## src/rtl/result_uart_tx_if.sv

```systemverilog
// result_uart_tx_if
//   Bundles the capture handshake and status/serial outputs of result_uart_tx.
//   master : the controller side (drives a3_valid/a3, observes everything else)
//   slave  : the result_uart_tx side
//   Signals:
//     a3_valid    one-cycle capture pulse (output-layer done)
//     a3[9:0]     binarized output vector, digit d maps to a3[9-d]
//     tx          UART 8N1 serial line, idle high
//     tx_busy     high while a capture is being transmitted
//     digit[3:0]  decoded digit of the last capture, 4'hF if none set
//     digit_valid last capture had at least one bit set
//     ambiguous   last capture had more than one bit set
//     overrun     sticky, a capture pulse arrived while busy
interface result_uart_tx_if;
    logic       a3_valid;
    logic [9:0] a3;
    logic       tx;
    logic       tx_busy;
    logic [3:0] digit;
    logic       digit_valid;
    logic       ambiguous;
    logic       overrun;

    modport master (
        output a3_valid, a3,
        input  tx, tx_busy, digit, digit_valid, ambiguous, overrun
    );

    modport slave (
        input  a3_valid, a3,
        output tx, tx_busy, digit, digit_valid, ambiguous, overrun
    );
endinterface

```

## src/rtl/result_uart_tx.sv

```systemverilog
// result_uart_tx
//   Captures the 10-bit binarized output vector on a3_valid, decodes the
//   predicted digit and sends it as one ASCII character on a UART 8N1 line.
//   Optional: define RESULT_CRLF_EN to follow each character with CR and LF
//   frames sent back-to-back under a single busy period.
//   Ports:
//     clk    system clock, rising edge
//     rst_n  asynchronous active-low reset
//     bus    result_uart_tx_if.slave (a3_valid/a3 in; tx, tx_busy, digit,
//            digit_valid, ambiguous, overrun out)
//   Parameters:
//     CLK_FREQ      system clock in Hz
//     BAUD          UART bit rate
//     CLKS_PER_BIT  cycles per bit (derived, must be >= 2)
module result_uart_tx #(
    parameter int CLK_FREQ     = 100000000,
    parameter int BAUD         = 115200,
    parameter int CLKS_PER_BIT = CLK_FREQ / BAUD
) (
    input  logic             clk,
    input  logic             rst_n,
    result_uart_tx_if.slave  bus
);

    localparam logic [1:0] ST_IDLE  = 2'd0;
    localparam logic [1:0] ST_START = 2'd1;
    localparam logic [1:0] ST_DATA  = 2'd2;
    localparam logic [1:0] ST_STOP  = 2'd3;

    localparam int BW = (CLKS_PER_BIT > 1) ? $clog2(CLKS_PER_BIT) : 1;
    localparam logic [BW-1:0] BAUD_LAST = BW'(CLKS_PER_BIT - 1);

    logic [1:0]    r_state;
    logic [BW-1:0] r_baud;
    logic [2:0]    r_bit;
    logic [7:0]    r_char;
    logic          r_tx;
    logic          r_busy;
    logic [3:0]    r_digit;
    logic          r_digit_valid;
    logic          r_ambiguous;
    logic          r_overrun;
`ifdef RESULT_CRLF_EN
    logic [1:0]    r_frame;
`endif

    logic [3:0]    w_dec_digit;
    logic          w_dec_valid;
    logic [3:0]    w_pop;
    logic [7:0]    w_dec_char;
    logic [7:0]    w_byte;
    logic [2:0]    w_bit_inc;
    logic          w_baud_term;

    // Ascending scan of a3: a3[k] is digit 9-k, so the last hit is the
    // lowest digit.
    always_comb begin
        w_dec_digit = 4'hF;
        w_dec_valid = 1'b0;
        w_pop       = '0;
        for (int unsigned k = 0; k < 10; k++) begin
            w_pop = w_pop + {3'b000, bus.a3[k]};
            if (bus.a3[k]) begin
                w_dec_digit = 4'(9 - k);
                w_dec_valid = 1'b1;
            end
        end
        w_dec_char = w_dec_valid ? (8'h30 + {4'h0, w_dec_digit}) : 8'h3F;
    end

`ifdef RESULT_CRLF_EN
    always_comb begin
        case (r_frame)
            2'd1:    w_byte = 8'h0D;
            2'd2:    w_byte = 8'h0A;
            default: w_byte = r_char;
        endcase
    end
`else
    assign w_byte = r_char;
`endif

    assign w_bit_inc   = r_bit + 3'd1;
    assign w_baud_term = (r_baud == BAUD_LAST);

    // tx is registered and loaded with the level of the state being entered,
    // so the line changes exactly on the bit boundary edge.
    always_ff @(posedge clk or negedge rst_n) begin
        if (!rst_n) begin
            r_state       <= ST_IDLE;
            r_baud        <= '0;
            r_bit         <= '0;
            r_char        <= 8'h3F;
            r_tx          <= 1'b1;
            r_busy        <= 1'b0;
            r_digit       <= 4'hF;
            r_digit_valid <= 1'b0;
            r_ambiguous   <= 1'b0;
            r_overrun     <= 1'b0;
`ifdef RESULT_CRLF_EN
            r_frame       <= '0;
`endif
        end else begin
            if (bus.a3_valid && r_busy) begin
                r_overrun <= 1'b1;
            end

            case (r_state)
                ST_IDLE: begin
                    if (bus.a3_valid) begin
                        r_char        <= w_dec_char;
                        r_digit       <= w_dec_digit;
                        r_digit_valid <= w_dec_valid;
                        r_ambiguous   <= (w_pop > 4'd1);
                        r_state       <= ST_START;
                        r_busy        <= 1'b1;
                        r_baud        <= '0;
                        r_bit         <= '0;
                        r_tx          <= 1'b0;
`ifdef RESULT_CRLF_EN
                        r_frame       <= '0;
`endif
                    end
                end

                ST_START: begin
                    if (w_baud_term) begin
                        r_state <= ST_DATA;
                        r_baud  <= '0;
                        r_bit   <= '0;
                        r_tx    <= w_byte[0];
                    end else begin
                        r_baud <= r_baud + 1'b1;
                    end
                end

                ST_DATA: begin
                    if (w_baud_term) begin
                        r_baud <= '0;
                        if (r_bit == 3'd7) begin
                            r_state <= ST_STOP;
                            r_bit   <= '0;
                            r_tx    <= 1'b1;
                        end else begin
                            r_bit <= w_bit_inc;
                            r_tx  <= w_byte[w_bit_inc];
                        end
                    end else begin
                        r_baud <= r_baud + 1'b1;
                    end
                end

                ST_STOP: begin
                    if (w_baud_term) begin
                        r_baud <= '0;
`ifdef RESULT_CRLF_EN
                        if (r_frame != 2'd2) begin
                            r_frame <= r_frame + 2'd1;
                            r_state <= ST_START;
                            r_tx    <= 1'b0;
                        end else begin
                            r_frame <= '0;
                            r_state <= ST_IDLE;
                            r_busy  <= 1'b0;
                        end
`else
                        r_state <= ST_IDLE;
                        r_busy  <= 1'b0;
`endif
                    end else begin
                        r_baud <= r_baud + 1'b1;
                    end
                end

                default: begin
                    r_state <= ST_IDLE;
                    r_busy  <= 1'b0;
                    r_tx    <= 1'b1;
                end
            endcase
        end
    end

    assign bus.tx          = r_tx;
    assign bus.tx_busy     = r_busy;
    assign bus.digit       = r_digit;
    assign bus.digit_valid = r_digit_valid;
    assign bus.ambiguous   = r_ambiguous;
    assign bus.overrun     = r_overrun;

endmodule

```

## src/flat_wrapper.sv

```systemverilog
// flat-port wrapper written by rule: the top's interface ports become plain ports
module result_uart_tx_flat 
#(
    parameter int CLK_FREQ     = 100000000,
    parameter int BAUD         = 115200,
    parameter int CLKS_PER_BIT = CLK_FREQ / BAUD
)
  (clk, rst_n, bus_a3_valid, bus_a3, bus_tx, bus_tx_busy, bus_digit, bus_digit_valid, bus_ambiguous, bus_overrun);
  result_uart_tx_if bus_i ();
  input  logic clk;
  input  logic rst_n;
  input wire logic [$bits(bus_i.a3_valid)-1:0] bus_a3_valid;
  input wire logic [$bits(bus_i.a3)-1:0] bus_a3;
  output wire logic [$bits(bus_i.tx)-1:0] bus_tx;
  output wire logic [$bits(bus_i.tx_busy)-1:0] bus_tx_busy;
  output wire logic [$bits(bus_i.digit)-1:0] bus_digit;
  output wire logic [$bits(bus_i.digit_valid)-1:0] bus_digit_valid;
  output wire logic [$bits(bus_i.ambiguous)-1:0] bus_ambiguous;
  output wire logic [$bits(bus_i.overrun)-1:0] bus_overrun;
  assign bus_i.a3_valid = bus_a3_valid;
  assign bus_i.a3 = bus_a3;
  assign bus_tx = bus_i.tx;
  assign bus_tx_busy = bus_i.tx_busy;
  assign bus_digit = bus_i.digit;
  assign bus_digit_valid = bus_i.digit_valid;
  assign bus_ambiguous = bus_i.ambiguous;
  assign bus_overrun = bus_i.overrun;
  result_uart_tx #(.CLK_FREQ(CLK_FREQ), .BAUD(BAUD), .CLKS_PER_BIT(CLKS_PER_BIT)) u_core (.clk(clk), .rst_n(rst_n), .bus(bus_i));
endmodule
```

## config.mk

```make
export PLATFORM = sky130hd
export DESIGN_NAME = result_uart_tx_flat
export DESIGN_NICKNAME = d
export VERILOG_FILES = /design/src/rtl/result_uart_tx_if.sv /design/src/rtl/result_uart_tx.sv /design/src/flat_wrapper.sv
export SDC_FILE = /design/constraint.sdc
export NUM_CORES = 1
export LEC_CHECK = 0
export CORE_ASPECT_RATIO = 1.4
export CORE_UTILIZATION = 40
export CTS_BUF_LIST = sky130_fd_sc_hd__clkbuf_8 sky130_fd_sc_hd__clkbuf_16
export DETAILED_ROUTE_END_ITERATION = 16
export PLACE_DENSITY = 0.59
export SLEW_MARGIN = 20
export SYNTH_ARGS = -nofsm -noshare
export SYNTH_HDL_FRONTEND = slang
export SYNTH_SLANG_ARGS = --single-unit
```

## constraint.sdc

```tcl
create_clock -name clk -period 2.21 [get_ports clk]
set_clock_uncertainty 0.2 [all_clocks]
set_input_delay 0.3315 -clock clk [delete_from_list [all_inputs] [get_ports clk]]
set_output_delay 0.3315 -clock clk [all_outputs]
set_load 0.05 [all_outputs]
```

==> flow_summary.json <==
{
  "start_util_pct": 41.6,
  "design.final.nets": 256,
  "fp-row-count": 28,
  "power.density_cell_area_nw_per_um2": 460,
  "cp_data_arrival_time_ps": 3320,
  "cp_slowest_stage_delay_ps": 510,
  "worst_hold_slack_ps": 212,
  "routabilityCongestion": 0.824,
  "synth-edff-count": 0,
  "drt_drc_violations_left": 0,
  "critical_path.reg2reg.startpoint": "u_core.r_state[0]$_DFFE_PN0P_",
  "floorplan.die_area_um2": 4640,
  "synth.yosys.seq_area_share_pct": 40.7,
  "final_layout_size_suffix_gt1_share_pct": 27.0,
  "crit_path_max_delay_cell_type": "fa_1",
  "grt_most_used_layer": "met2",
  "power.static_leakage_nw": 1.13,
  "slew_viol_final": 0,
  "critPathRequiredTime_ps": 2230,
  "synth_nets": 208,
  "io_pins": 22,
  "most-common-layout-cells": "buf_4 (28), dfrtp_1 (19), nand2_1 (17)",
  "critical_path.cell_chain": "buf_8 -> inv_4 -> ha_4 -> inv_2 -> fa_1 -> fa_1 -> fa_1 -> inv_2 -> fa_2 -> fa_2 -> buf_4 -> a31oi_1 -> nor3_1 -> o21ai_1",
  "clk-insertion-delay-late_ps": 280,
  "max-slew-margin-rel_pct": 58.2,
  "drt_pass1_iterations": 4,
  "cts_tree": "done",
  "cts_hold_buffers": 0,
  "irDropWorstVdd_v": 0.000210,
  "period_minus_slack_ps": 3300,
  "grt.overflow.total": 0,
  "setup.worst_path.class": "input port to register",
  "timing.fmax_mhz": 303,
  "area_of_the_mapped_netlist_um2": 1750,
  "drt_iter0_markers": 62,
  "instances_no_fill": 267,
  "grt_setup_unrepaired": "yes",
  "cts.reportedPaths.clkPinSlew_ps": 90,
  "clock_tree.root_cell": "clkbuf_8",
  "grt_antenna_before_repair": 0,
  "count_of_distinct_cell_types_in_the_synthesized_netlist": 38,
  "wl_per_cell_um": 14.1,
  "holdCritPathClass": "input port to async pin",
  "layout_worst_path_cycle_share_pct": 149,
  "route.final.wire_length_um": 3760,
  "grt_pass1_vias": 1515,
  "synth-seq-cells": 28,
  "grt_first_pass_wirelength_um": 6580,
  "startpoint": "bus_a3[1]",
  "timing_worst_slew_pin_value_ps": 612,
  "cts_sinks": 28,
  "avgViaCountPerCell": 5.24,
  "flow.area_growth_from_synthesis_pct": 29.3,
  "critical_path.top_delay_family": "adder cells",
  "gr-usage-all-layers_pct": 18.6,
  "number_of_setup_violations_in_the_final_report": 1,
  "maximum_number_of_pins_on_one_net_before_global_route_repair": 29,
  "portBuffers": 21,
  "dr_total_vias": 1399,
  "core-area_um2": 4200,
  "crit_end_element": "register",
  "drv.max_cap_violation_count": 0,
  "globalRouteMet2Util_pct": 38.3,
  "synthFlopType": "dfrtp_1",
  "crit_fanout": 2,
  "final_hold_viol_count": 0,
  "die_width_um": 57.9,
  "synth_async_sr_flop_share_pct": 100,
  "syn-instance-count": 175,
  "final_common_cell": "buf_4",
  "cts_max_path_buffers": 2,
  "tritoncts.num_buffers": 3,
  "violated_checks": "setup timing",
  "yosys_warnings": 0,
  "status": "complete, but fails checks",
  "fp.dieH_um": 80.2,
  "post-layout-total-power_mw": 1.04,
  "crit_path_start_kind": "input port",
  "buffer_and_inverter_count_on_the_worst_path": 5,
  "worst_slack_ps": -1090,
  "syn_area_per_cell_um2": 9.99,
  "detail-route-antenna-nets": 0,
  "num_antenna_cells": 0,
  "place.detailed.instances": 260,
  "cts_htree_levels": 1,
  "cp_common_cell": "fa_1",
  "post-dp-hpwl_um": 3070,
  "use_met3_pct": 0.966,
  "use_met1_pct": 18.1
}
[cell families (layout without fill, tap and decap cells)]
logic type	Yosys count	count (layout)	synth area share, %
xor gates and xnor gates	8	8	4.01
buffers and inverters	22	69	4.80
AOI/OAI and AO/OA	32	32	12.6
muxes	5	5	3.44
adders and majority gates	20	20	16.9
DFF	28	28	40.7
and+or+nand+nor	60	60	17.5
[worst paths after layout]
path	endpoint	slack, ps	depth (start not counted)
max	u_core.bus.ambiguous$_DFFE_PN0P_	-1090	14
min	u_core.bus.overrun$_DFFE_PN0P_	210	2
max reg2reg	u_core.bus.digit[2]$_DFFE_PN1P_	140	7
min reg2reg	u_core.bus.overrun$_DFFE_PN0P_	260	1
max in group asynchronous	u_core.r_char[2]$_DFFE_PN1P_	1290	2
min in group clk	u_core.bus.overrun$_DFFE_PN0P_	260	1
[flip-flops by register name (all words and copies together) (netlist names)]
register and flops:
u_core.r_baud 10, u_core.bus.tx 1, u_core.r_bit 3, u_core.r_state 2, u_core.r_char 4, u_core.bus.digit 4
u_core.bus.ambiguous 1, u_core.bus.digit_valid 1, u_core.bus.overrun 1, u_core.bus.tx_busy 1
[repair_timing]
action / in CTS / in global routing
setup endpoints to repair: 1 / 1
buffers inserted: 2 / 1
pin swaps: 8 / 8
resized for setup: 23 / 0
[per-layer routing]
metal  share of wire, %  vias to the layer above
met5                  0                        -
met4                2.4                        0
met3                1.9                        7
met2                 60                       30
met1                 36                      678
li1                   -                      684
[cells in the mapped netlist, types with 2 or more instances]
cell type  count  share of area [%]
and3_1         3                1.1
ha_1          14                 10
nand2_1       17                3.7
a21o_1         8                3.4
nand4_1        3                1.1
dfstp_2        9                 14
a31oi_1        2               0.72
inv_1         20                4.3
xnor2_1        3                1.5
xor2_1         5                2.5
nand3_1        3               0.86
and4_1         2                1.0
nor2b_1        3                1.1
nand2b_1       2               0.72
nor3_1         5                1.4
mux2i_1        3                1.7
mux2_4         2                1.7
fa_1           6                6.9
a21oi_1        6                1.7
dfrtp_1       19                 27
o21ai_0        8                2.3
nor2_1        16                3.4
[final cells by class]
class                      count  area, um^2
timing repair buffer          45         388
tap                           45        56.3
sequential                    28         712
fill                         386        1940
clock buffer                   4        55.1
multi-input combinational    125         970
inverter                      20        80.1
[report_power, final]
| part | total [mW] | internal [mW] | switching, mW |
|---|---|---|---|
| combinational | 0.205 | 0.105 | 0.100 |
| sequential | 0.513 | 0.513 | 0 |
| clock | 0.323 | 0.160 | 0.163 |
[per-stage QoR]
step	area [um^2]	setup WS [ps]	util, %	TNS, ps
2_1_floorplan	1750	-1210	-	-1210
6_report	2260	-1090	53.8	-1090
4_1_cts	2250	-1270	53.6	-1270
3_3_place_gp	2160	-1780	51.3	-1810
5_1_grt	2260	-1210	53.8	-1210
3_5_place_dp	2160	-1870	51.3	-1950
[worst reg2reg max path, cell delays in order (launching register included)]
cell and delay (ps):
dfrtp_1 410, inv_1 120, ha_1 200, buf_4 160, nand3_1 120, a2111oi_0 510, buf_4 220, a21o_1 80
Power figures use the tool's default switching activity.
==> edit 1, RTL diff (config.mk and constraints unchanged) <==
`CLK_FREQ` is set to 100000000 in 2 places; all go to 200000000.
--- a/src/rtl/result_uart_tx.sv
+++ b/src/rtl/result_uart_tx.sv
@@ -13,7 +13,7 @@
 //     BAUD          UART bit rate
 //     CLKS_PER_BIT  cycles per bit (derived, must be >= 2)
 module result_uart_tx #(
-    parameter int CLK_FREQ     = 100000000,
+    parameter int CLK_FREQ     = 200000000,
     parameter int BAUD         = 115200,
     parameter int CLKS_PER_BIT = CLK_FREQ / BAUD
 ) (
--- a/src/flat_wrapper.sv
+++ b/src/flat_wrapper.sv
@@ -1,7 +1,7 @@
 // flat-port wrapper written by rule: the top's interface ports become plain ports
 module result_uart_tx_flat 
 #(
-    parameter int CLK_FREQ     = 100000000,
+    parameter int CLK_FREQ     = 200000000,
     parameter int BAUD         = 115200,
     parameter int CLKS_PER_BIT = CLK_FREQ / BAUD
 )
Function: no difference found for any inputs over 10 cycles, from zero or initial values and one cycle with rst_n low; that may be too few to reach the edited logic, so the function may still have changed.
==> edit 1 against the original RTL <==
- the flow still finishes with violations (setup timing)
- highest routed layer unchanged
- worst setup slack improved by 18 ps
- sequential cell count is 1 higher
- final cell count increased by 11%
- largest cell class unchanged
- final area rose by 6.9%
- power is 10% higher
- synthesized area rose by 4.2%
- routed wire length shrank 1.8%
- utilization increased by 2.3 points
==> edit 1: results (changes against the original RTL) <==
[status]
status=complete, but fails checks  ; unchanged
violations=setup timing  ; unchanged

[synthesis]
synthAdderAreaFrac=0.162  ; was 0.169
syn_nets=215  ; was 208
synthTopCellsByArea=dfrtp_1 27%, dfstp_2 13%, ha_1 9.6%  ; was dfrtp_1 27%, dfstp_2 14%, ha_1 10%
synth_seq_area_share=0.405  ; was 0.407
muxShareOfSynthArea=0.0446  ; was 0.0344
synth_compound_area_frac=0.111  ; was 0.126
syn_avg_cell_area_um2=10.0  ; was 9.99 um2

[cells_and_area]
seq_area_frac=0.305  ; was 0.315
fin_util=0.561  ; was 0.538
buffers=48  ; was 45
clk_share=0.0373  ; was 0.0243
multi_input_area_share=0.422  ; was 0.429
final_cells=296  ; was 267
largest_reg_flops=11  ; was 10
multi_input_cells=130  ; was 125

[clocking]
cts.clk_slew.worst_paths_ps=60  ; was 90 ps

[drt]
met3_length_um=152  ; was 72 um
drt-initial-drc-count=56  ; was 62
drt_wl_total_mm=3.69  ; was 3.76 mm

[sta]
setup-violations-final=1  ; unchanged
worst_slack_ps=-1070  ; was -1090 ps
worst_pin_slew_ps=502  ; was 612 ps
tns_ps=-1070  ; was -1090 ps

[global_route]
groute.layer.met2.usage=0.317  ; was 0.383
track_usage=0.169  ; was 0.186
first_global_vias=1423  ; was 1515

[placed_design]
placedCellCount=285  ; was 260
pre_cts_ws_ps=-1860  ; was -1870 ps
post-dp-hpwl_mm=2.90  ; was 3.07 mm

[worst_setup_path]
worst-r2r-cell-count=5  ; was 7
r2r-start=u_core.r_baud[5]  ; was u_core.r_state[0]
rr_endpoint=u_core.r_state[1]  ; was u_core.bus.digit[2]
critPathArrivalTime_ps=3250  ; was 3320 ps

edit 1: logic make-up (layout without fill, tap and decap cells):
kind of cell | count (synthesis) | after routing
buffers and inverters | 23 | 77
and+or+nand+nor | 66 | 66
AOI/OAI and AO/OA | 29 | 29
xor gates and xnor gates | 8 | 8
muxes | 7 | 7
adders and majority gates | 20 | 20
DFF | 29 | 29
edit 1: power breakdown:
part	switching, mW	internal [mW]	total, mW
logic	0.0921	0.0956	0.188
registers	0	0.532	0.532
clock network	0.187	0.244	0.430
edit 1: how the worst min path moves through the flow:
stage,cells past startpoint,endpoint,slack (ps)
floorplan,0,u_core.bus.ambiguous,-160
global placement,1,u_core.bus.overrun,240
detailed placement,1,u_core.bus.overrun,260
CTS,2,u_core.bus.digit_valid,240
global route,2,u_core.r_state[1],260
finish,2,u_core.r_baud[1],240
edit 1: repair_timing:
| action | in CTS | in global routing |
|---|---|---|
| gates resized for setup | 22 | 2 |
| pin swaps | 8 | 10 |
| buffers inserted | 0 | 3 |
| setup endpoints to repair | 1 | 6 |
==> edit 2, RTL diff (config.mk and constraints unchanged) <==
Without the edit above. Make the reset (`rst_n`) synchronous in one clocked block. Comments in the files are not updated.
--- a/src/rtl/result_uart_tx.sv
+++ b/src/rtl/result_uart_tx.sv
@@ -85,7 +85,7 @@
 
     // tx is registered and loaded with the level of the state being entered,
     // so the line changes exactly on the bit boundary edge.
-    always_ff @(posedge clk or negedge rst_n) begin
+    always_ff @(posedge clk) begin
         if (!rst_n) begin
             r_state       <= ST_IDLE;
             r_baud        <= '0;
Function: differs if rst_n is asserted again (counterexample within 4 cycles, from zero or initial values and one cycle with rst_n low); with rst_n held inactive, the same outputs for 10 cycles.
==> edit 2 against the original RTL <==
- the flow still finishes with violations (setup timing)
- final cell count rose by 1.5%
- synthesized area fell by 5.4%
- non-clock buffer count fell by 7
- hold slack gained 37 ps
- first-iteration DRC count fell by 42%
- sequential cell count did not move
- via count decreased by 1.9%
- routed wire length is 13% lower
- worst setup slack worse by 12 ps
- final area down 6.1%
- utilization decreased by 0.092 points
Power is not compared: it rests on default switching activity, and its combinational part moved more than twofold at a synthesized area within 25%.
==> edit 2: results (changes against the original RTL) <==
[global_route]
grt_first_pass_wirelength_mm=5.85  ; was 6.58 mm
antenna_found_initial=0  ; unchanged
track_usage=0.167  ; was 0.186
first_global_vias=1410  ; was 1515
grt_start_max_net_pins=16  ; was 29

[placed_design]
io_buffers=21  ; unchanged
post-dp-hpwl_mm=2.70  ; was 3.07 mm
place.gp.congestion=0.819  ; was 0.824

[worst_setup_path]
critPathArrivalTime_ps=3270  ; was 3320 ps
crit_fanout=2  ; unchanged
startpoint=bus_a3[1]  ; unchanged
r2r-start=u_core.r_state[0]  ; unchanged

[clocking]
cts-root-buf=clkbuf_8  ; unchanged
cts_made_buffers=3  ; unchanged
clockBufferDepth=2  ; unchanged
htreeDepth=1  ; unchanged
worstSkewPairLatency_ps=270
cts.clk_slew.worst_paths_ps=100

[synthesis]
ys.flop_type=dfxtp_1  ; was dfrtp_1
synthArstFlopShare=0  ; was 1.00
synthTopCellsByArea=dfxtp_1 34%, ha_1 11%, fa_1 7.3%  ; was dfrtp_1 27%, dfstp_2 14%, ha_1 10%
synth.distinct_cells=42  ; was 38
synth_seq_area_share=0.339  ; was 0.407
syn_nets=222  ; was 208
yosys_warnings=0  ; unchanged
synth_common_cells=28 x dfxtp_1, 22 x nor2_1, 20 x inv_1  ; was 20 x inv_1, 19 x dfrtp_1, 17 x nand2_1

[sta]
tns_ps=-1100  ; was -1090 ps
slew_headroom=0.666  ; was 0.582
worst_slack_ps=-1100  ; was -1090 ps
setup-violations-final=1  ; unchanged

[drt]
drt_wl_total_mm=3.28  ; was 3.76 mm
drt-vias-per-instance=5.07  ; was 5.24
drtAntennaViolNets=0  ; unchanged
drt-pass1-iter-count=4  ; unchanged
drt-initial-drc-count=36  ; was 62

[status]
violations=setup timing  ; unchanged
status=complete, but fails checks  ; unchanged

[worst_hold_path]
min_from=u_core.bus.digit[0]
min_path_type=reg -> reg  ; was in -> async

[cells_and_area]
largest_reg_flops=10  ; unchanged
final_net_count=262  ; was 256
diodes=0  ; unchanged
drive_gt1_frac=0.180  ; was 0.270
regMostFlops=u_core.r_baud  ; unchanged
fill_cells=385  ; was 386

[power]
ir_worst_vdd_mv=0.649
p_leak_nw=0.898
p_int_mw=1.19

edit 2: cell types whose count changed after synthesis, sizes merged, moves of 3 or more:
cell   unedited run  this run
a21oi             6        11
nor2             17        22
nand3             3         6
dfstp             9         0
dfxtp             0        28
dfrtp            19         0
a21o              8         5
edit 2: kinds of logic (layout without fill, tap and decap cells):
group | after synthesis | after routing | synth area share
AO/OA/AOI/OAI | 37 | 37 | 0.155
buffers and inverters | 24 | 63 | 0.0552
AND/OR/NAND/NOR | 70 | 70 | 0.219
XOR/XNOR | 9 | 9 | 0.0477
multiplexers | 1 | 1 | 0.00605
adder cells (fa/ha/maj) | 20 | 20 | 0.179
flip-flops | 28 | 28 | 0.339
edit 2: path summary, 6_finish.rpt:
path                            slack [ps]  cells after the start                    to
worst min register to register         250                      2   u_core.bus.digit[0]
worst min-delay path                   250                      2   u_core.bus.digit[0]
worst max-delay path                 -1100                     14  u_core.bus.ambiguous
worst max register to register         260                      7      u_core.r_baud[8]
edit 2: stage by stage:
stage               setup WS (ps)  area [um2]  utilization  std cells
floorplan                   -1210        1660            -        189
global placement            -1770        2020        0.512        265
detailed placement          -1870        2020        0.512        265
CTS                         -1340        2110        0.534        270
global route                -1200        2120        0.537        271
finish                      -1100        2120        0.537        271
edit 2: worst max-delay path, cell delays in order:
cell,delay [ps]
buf_8,80
inv_6,30
ha_4,240
inv_2,30
fa_1,480
fa_1,430
fa_1,500
inv_2,40
fa_2,350
fa_2,360
nor2b_1,120
a31oi_1,50
nor3_1,130
a21oi_1,90
edit 2: what timing repair did:
action                                  CTS  global route
setup buffers                             1             1
pin swaps                                 8             7
gates cloned                              0             0
endpoints found under the setup margin    1             1
resized for setup                        22             2
edit 2: layout make-up:
class / instances / area share
Clock buffer: 4 / 0.0259
Inverter: 21 / 0.0407
Multi-Input combinational cell: 137 / 0.481
Sequential cell: 28 / 0.264
Tap cell: 43 / 0.0254
Timing Repair Buffer: 38 / 0.163
edit 2: power groups by stage:
stage,sequential (mW),combinational (mW),clock (mW)
2_1_floorplan,0.836,0.609,0
3_3_place_gp,0.683,1.02,0
3_5_place_dp,0.689,1.04,0
4_1_cts,0.678,1.06,0.327
5_1_grt,0.689,1.18,0.347
6_report,0.676,1.05,0.315
edit 2: metal layers:
metal	global-route usage	wire length, um
met1	0.180	1370
met2	0.310	1760
met3	0.0264	81
met4	0.0854	66
met5	0	0
